--- src/rtl/hazard_ctrl_unit.sv ---
// Hazard controller for a 5-stage in-order pipeline.
// Shadows the destination/control fields of EX, MEM and WB so that only the
// decoded ID-stage fields are needed. Produces the WB->ID regfile bypass
// selects, the EX-stage forwarding selects, the load-use stall/bubble and a
// saturating count of stall cycles. All hazard outputs are combinational and
// forced low while rst_n is asserted.
module hazard_ctrl_unit #(
  parameter int REG_ADDR_W = 5,
  parameter int CNT_W      = 16
) (
  input  logic                  clk,
  input  logic                  rst_n,
  input  logic                  id_valid,
  input  logic [REG_ADDR_W-1:0] id_rs1,
  input  logic [REG_ADDR_W-1:0] id_rs2,
  input  logic                  id_use_rs1,
  input  logic                  id_use_rs2,
  input  logic [REG_ADDR_W-1:0] id_rd,
  input  logic                  id_reg_wr,
  input  logic                  id_is_load,
  input  logic                  flush,
  output logic                  stall_if_id,
  output logic                  bubble_ex,
  output logic                  mux_Sel_RAW_ID_rs1,
  output logic                  mux_Sel_RAW_ID_rs2,
  output logic [1:0]            fwd_ex_rs1,
  output logic [1:0]            fwd_ex_rs2,
  output logic [CNT_W-1:0]      stall_count
);

  localparam logic [1:0] FWD_NONE = 2'b00;
  localparam logic [1:0] FWD_MEM  = 2'b01;
  localparam logic [1:0] FWD_WB   = 2'b10;

  // EX shadow
  logic                  ex_v, ex_wr, ex_ld, ex_u1, ex_u2;
  logic [REG_ADDR_W-1:0] ex_rd, ex_rs1, ex_rs2;
  // MEM shadow
  logic                  mem_v, mem_wr, mem_ld;
  logic [REG_ADDR_W-1:0] mem_rd;
  // WB shadow
  logic                  wb_v, wb_wr;
  logic [REG_ADDR_W-1:0] wb_rd;

  logic       luh, stall_int, bubble_int, raw1_int, raw2_int;
  logic [1:0] fwd1_int, fwd2_int;

  // A stage produces register r only when it is live, writes, and r is not x0.
  function automatic logic writes(input logic v, input logic wr,
                                  input logic [REG_ADDR_W-1:0] rd,
                                  input logic [REG_ADDR_W-1:0] r);
    return v & wr & (rd != '0) & (rd == r);
  endfunction

  // MEM beats WB because it holds the younger value; a load in MEM has no
  // data yet, so it yields no forward at all (the load-use stall prevents it).
  function automatic logic [1:0] fwd_sel(input logic u,
                                         input logic [REG_ADDR_W-1:0] rs,
                                         input logic m_v, input logic m_wr,
                                         input logic m_ld,
                                         input logic [REG_ADDR_W-1:0] m_rd,
                                         input logic w_v, input logic w_wr,
                                         input logic [REG_ADDR_W-1:0] w_rd);
    if (u && writes(m_v, m_wr, m_rd, rs))
      return m_ld ? FWD_NONE : FWD_MEM;
    else if (u && writes(w_v, w_wr, w_rd, rs))
      return FWD_WB;
    else
      return FWD_NONE;
  endfunction

  // Hazard detection and select generation from shadow state and ID fields.
  always_comb begin
    luh = id_valid & ex_v & ex_wr & ex_ld & (ex_rd != '0) &
          ((id_use_rs1 & (ex_rd == id_rs1)) | (id_use_rs2 & (ex_rd == id_rs2)));
    stall_int  = luh & ~flush;
    bubble_int = luh | flush;
    raw1_int   = id_valid & id_use_rs1 & writes(wb_v, wb_wr, wb_rd, id_rs1);
    raw2_int   = id_valid & id_use_rs2 & writes(wb_v, wb_wr, wb_rd, id_rs2);
    fwd1_int   = fwd_sel(ex_u1, ex_rs1, mem_v, mem_wr, mem_ld, mem_rd,
                         wb_v, wb_wr, wb_rd);
    fwd2_int   = fwd_sel(ex_u2, ex_rs2, mem_v, mem_wr, mem_ld, mem_rd,
                         wb_v, wb_wr, wb_rd);
  end

  // Outputs are held low during reset regardless of the ID inputs (flush
  // would otherwise leak straight through to bubble_ex).
  always_comb begin
    stall_if_id        = rst_n & stall_int;
    bubble_ex          = rst_n & bubble_int;
    mux_Sel_RAW_ID_rs1 = rst_n & raw1_int;
    mux_Sel_RAW_ID_rs2 = rst_n & raw2_int;
    fwd_ex_rs1         = rst_n ? fwd1_int : FWD_NONE;
    fwd_ex_rs2         = rst_n ? fwd2_int : FWD_NONE;
  end

  // Advance the pipeline shadow; a bubble clears every EX field.
  always_ff @(posedge clk or negedge rst_n) begin
    if (!rst_n) begin
      ex_v   <= 1'b0; ex_wr  <= 1'b0; ex_ld <= 1'b0; ex_u1 <= 1'b0; ex_u2 <= 1'b0;
      ex_rd  <= '0;   ex_rs1 <= '0;   ex_rs2 <= '0;
      mem_v  <= 1'b0; mem_wr <= 1'b0; mem_ld <= 1'b0; mem_rd <= '0;
      wb_v   <= 1'b0; wb_wr  <= 1'b0; wb_rd  <= '0;
    end else begin
      wb_v   <= mem_v;
      wb_wr  <= mem_wr;
      wb_rd  <= mem_rd;
      mem_v  <= ex_v;
      mem_wr <= ex_wr;
      mem_ld <= ex_ld;
      mem_rd <= ex_rd;
      if (bubble_int || !id_valid) begin
        ex_v <= 1'b0; ex_wr <= 1'b0; ex_ld <= 1'b0; ex_u1 <= 1'b0; ex_u2 <= 1'b0;
        ex_rd <= '0;  ex_rs1 <= '0;  ex_rs2 <= '0;
      end else begin
        ex_v   <= 1'b1;
        ex_wr  <= id_reg_wr;
        ex_ld  <= id_is_load;
        ex_u1  <= id_use_rs1;
        ex_u2  <= id_use_rs2;
        ex_rd  <= id_rd;
        ex_rs1 <= id_rs1;
        ex_rs2 <= id_rs2;
      end
    end
  end

  // Saturating count of cycles in which IF/ID was actually held.
  always_ff @(posedge clk or negedge rst_n) begin
    if (!rst_n)
      stall_count <= '0;
    else if (stall_int && (stall_count != {CNT_W{1'b1}}))
      stall_count <= stall_count + CNT_W'(1);
  end

endmodule

--- config.mk ---
export PLATFORM = sky130hd
export DESIGN_NAME = hazard_ctrl_unit
export DESIGN_NICKNAME = d
export VERILOG_FILES = /design/src/rtl/hazard_ctrl_unit.sv
export SDC_FILE = /design/constraint.sdc
export NUM_CORES = 1
export LEC_CHECK = 0
export ABC_AREA = 0
export CORE_MARGIN = 1.5
export CORE_UTILIZATION = 45
export CTS_BUF_LIST = sky130_fd_sc_hd__clkbuf_4 sky130_fd_sc_hd__clkbuf_8 sky130_fd_sc_hd__clkbuf_16
export CTS_CLUSTER_DIAMETER = 100
export DETAILED_ROUTE_END_ITERATION = 10
export GPL_TIMING_DRIVEN = 0
export HOLD_SLACK_MARGIN = 0.15
export PLACE_DENSITY_LB_ADDON = 0.1
export SETUP_SLACK_MARGIN = 0.15
export SYNTH_ARGS = -nofsm -noshare
export SYNTH_HDL_FRONTEND = slang
export SYNTH_SLANG_ARGS = --single-unit
--- constraint.sdc ---
create_clock -name clk -period 2.4 [get_ports clk]
set_clock_uncertainty 0.1 [all_clocks]
set_input_delay 0.36 -clock clk [delete_from_list [all_inputs] [get_ports clk]]
set_output_delay 0.36 -clock clk [all_outputs]
set_load 0.02 [all_outputs]
==> impl_metrics.csv <==
group,metric,value,unit
cells_and_area,finish.utilization,62.7,%
cells_and_area,fin_nets,307,
floorplan,die_w,75.8,um
placed_design,dpl.cell_count,333,
power,power,1.60,mW
synthesis,ys_ff_latch,51,
synthesis,synth_warnings,0,
setup_path,cp_cell_sequence,"or4_1, o211ai_1, buf_4, buf_6, nor2_2, nor2_1, buf_4",
floorplan,die_area,5740,um2
cells_and_area,nFillCells,440,
floorplan,die_h,75.8,um
cts,clockBufferDepth,2,
sta,rsz0062_at_grt,"yes",
global_routing,grt_usage,19.1,%
floorplan,placementRows,26,
global_routing,grt_max_degree,28,
global_routing,grtUsageMet1,28.2,%
placed_design,port_buffers,46,
setup_path,critical-path-slowest-cell,"or4_1",
synthesis,ys_async_sr_fraction,100,%
global_routing,overflow,0,
global_routing,gr-usage-met3,3.17,%
sta,maxSlewHeadroom,76.0,%
sta,period_needed,2430,ps
setup_path,reg2reg_depth,8,
cts,root_buffer,"clkbuf_8",
sta,layout_setup_ws,-32.9,ps
route,drtIter0Drc,93,
floorplan,initial_core_util,46.7,%
cts,cts_tree,"yes",
sta,hold_viol_final,0,
synthesis,syn_nets,240,
power,power.density,499,nW/um2
cts,clock-sinks,51,
route,routed-via-count,1697,
synthesis,synth_cell_types,32,
outcome,violations,"negative setup slack",
min_path,hp-class,"reg -> reg",
setup_path,max_stage_delay,520,ps
global_routing,antenna_found_initial,0,
outcome,status,"finished, violations left",
global_routing,grtUsageMet2,28.2,%
synthesis,synthCells,216,
power,p_leak,1.53,nW
setup_path,critPathArrivalTime,1970,ps
placed_design,place.detailed.hpwl,3.64,mm
cts,cts_max_level,2,
route,wl_per_cell,14.0,um
cts,clkTransAtPathRegs,90,ps
synthesis,synth_edf_count,0,
setup_path,critPathCaptureType,"primary output",
sta,period_share,101,%
sta,setup_viol,1,
cells_and_area,diodes,0,
sta,worstMarginPinSlew,360,ps
min_path,min_path_cells,0,
cells_and_area,area_growth,34.3,%
placed_design,place_ws,-492,ps
global_routing,grt_pass1_wl,7.98,mm
route,firstDrtPassIters,4,
synthesis,synth-seq-area-share,53.5,%
floorplan,pin_count,47,
power,irDropWorstVdd,0.000342,V
synthesis,synth_area,2380,um2
placed_design,gp_congestion,0.854,
cells_and_area,final_cell_count_no_fill,354,
route,wirelength,4.95,mm
cts,clk-insertion-delay-late,300,ps
cts,cts_made_buffers,5,
floorplan,core,5110,um2
route,drcViolationCount,0,
setup_path,worstSetupPathType,"reg -> out",
route,ant_nets,0,
setup_path,critPathMaxFanout,2,
route,vias_per_cell,4.79,
setup_path,start_kind,"flip-flop",
global_routing,grt-busiest-layer,"met2",
cells_and_area,drive_above_1_share,19.4,%
synthesis,ys.flop_type,"dfrtp_1",
global_routing,grt_pass1_vias,1700,
sta,finalSetupTns,-32.9,ps
sta,fmax,411,MHz
setup_path,critPathRequiredTime,1940,ps
run,drv_cap,0,
sta,drv_slew,0,
setup_path,crit_top_cell,"buf_4",
synthesis,avgSynthCellArea,11.0,um2
[metrics by stage]
step / cell area [um2] / hold WS (ps)
finish: 3200 / 284
global route: 3200 / 296
floorplan: 2380 / -35.6
detailed placement: 2950 / 266
CTS: 3140 / 288
global placement: 2930 / 262
[registers in the layout, indices dropped and copies added (netlist names)]
signal,flops
ex_ld,1
ex_rd,5
ex_rs1,5
ex_rs2,5
ex_u1,1
ex_u2,1
ex_v,1
ex_wr,1
mem_ld,1
mem_rd,5
mem_v,1
mem_wr,1
stall_count,16
wb_rd,5
wb_v,1
wb_wr,1
[per-layer routing]
| layer | share of wire (%) | routed length [um] |
|---|---|---|
| met1 | 50 | 2480 |
| met4 | 1.1 | 55 |
| met3 | 3.9 | 195 |
| met5 | 0 | 0 |
| met2 | 45 | 2220 |
[cells by family (layout without fill, tap and decap cells)]
family / count (synthesis) / count (layout) / synth area share (%)
AOI/OAI and AO/OA: 8 / 8 / 2.62
xor gates and xnor gates: 52 / 52 / 19.1
adders and majority gates: 1 / 1 / 0.525
buffers and inverters: 12 / 80 / 2.26
DFF: 51 / 51 / 53.5
muxes: 3 / 3 / 1.42
and+or+nand+nor: 89 / 89 / 20.5
[synth_stat cells (4+ instances only)]
cell type	count	area (um2)
inv_1	4	15.0
and2_1	19	119
nand4_1	9	56.3
nand3_1	9	45.0
nand2_1	11	41.3
nor4_1	7	43.8
nor3_1	7	35.0
dfrtp_1	51	1280
nor2_1	15	56.3
clkbuf_1	6	22.5
xor2_1	33	289
xnor2_1	19	166
[placed cells by master (no fill, tap or decap), types with 2 or more instances in the layout]
cell / n
a21oi_2: 2
and2_1: 19
buf_12: 2
buf_2: 4
buf_4: 17
buf_6: 2
clkbuf_2: 3
clkbuf_8: 6
clkdlybuf4s50_1: 26
dfrtp_1: 49
dfrtp_2: 2
dlygate4sd2_1: 8
dlymetal6s2s_1: 3
inv_1: 4
mux2_1: 2
nand2_1: 10
nand2b_1: 2
nand3_1: 9
nand4_1: 9
nor2_1: 13
nor2_2: 3
nor3_1: 6
nor3_2: 3
nor4_1: 5
nor4_2: 3
o21ai_0: 2
or4_1: 2
xnor2_1: 18
xor2_1: 33
[worst max-delay path: cells and delay by family (launching register included)]
family / cells / cell delay [ps]
compound gates: 1 / 250
flops: 1 / 410
buf+inv: 3 / 390
simple gates: 3 / 630
[cell type report]
| class | count | area (um2) | area share (%) |
|---|---|---|---|
| well taps | 70 | 87.6 | 2.74 |
| flip-flops and latches | 51 | 1280 | 40.0 |
| repair buffers | 60 | 567 | 17.7 |
| clock buffers | 7 | 90.1 | 2.81 |
| multi-input cells | 153 | 1110 | 34.7 |
| inverters | 4 | 15.0 | 0.469 |
| plain buffers | 8 | 43.8 | 1.37 |
| clock inverters | 1 | 8.76 | 0.274 |
[report_power, final]
group / switching [mW] / internal [mW] / total [mW] / leakage, nW
Combinational: 0.0836 / 0.0883 / 0.172 / 0.801
Clock: 0.278 / 0.248 / 0.526 / 0.0519
Sequential: 0.0176 / 0.882 / 0.899 / 0.679
[worst paths after layout]
kind | slack [ps] | to | startpoint
setup reg to reg | 300 | stall_count[7]$_DFFE_PN0P_ | stall_count[0]$_DFFE_PN0P_
min in group asynchronous | 570 | stall_count[0]$_DFFE_PN0P_ | rst_n
setup / recovery | -30 | fwd_ex_rs1[1] | mem_rd[1]$_DFF_PN0_
hold / removal | 280 | mem_wr$_DFF_PN0_ | ex_wr$_DFF_PN0_
max in group asynchronous | 1440 | ex_rd[4]$_DFF_PN0_ | rst_n
hold reg to reg | 280 | mem_wr$_DFF_PN0_ | ex_wr$_DFF_PN0_
[timing repair]
item | 4_1_cts | 5_1_grt
hold endpoints to repair | 26 | 0
buffers inserted | 9 | 2
gates resized for setup | 60 | 15
setup endpoints to repair | 8 | 18
pin swaps | 9 | 6
hold buffers | 2 | 0
gates cloned | 0 | 0
Power figures use the tool's default switching activity.
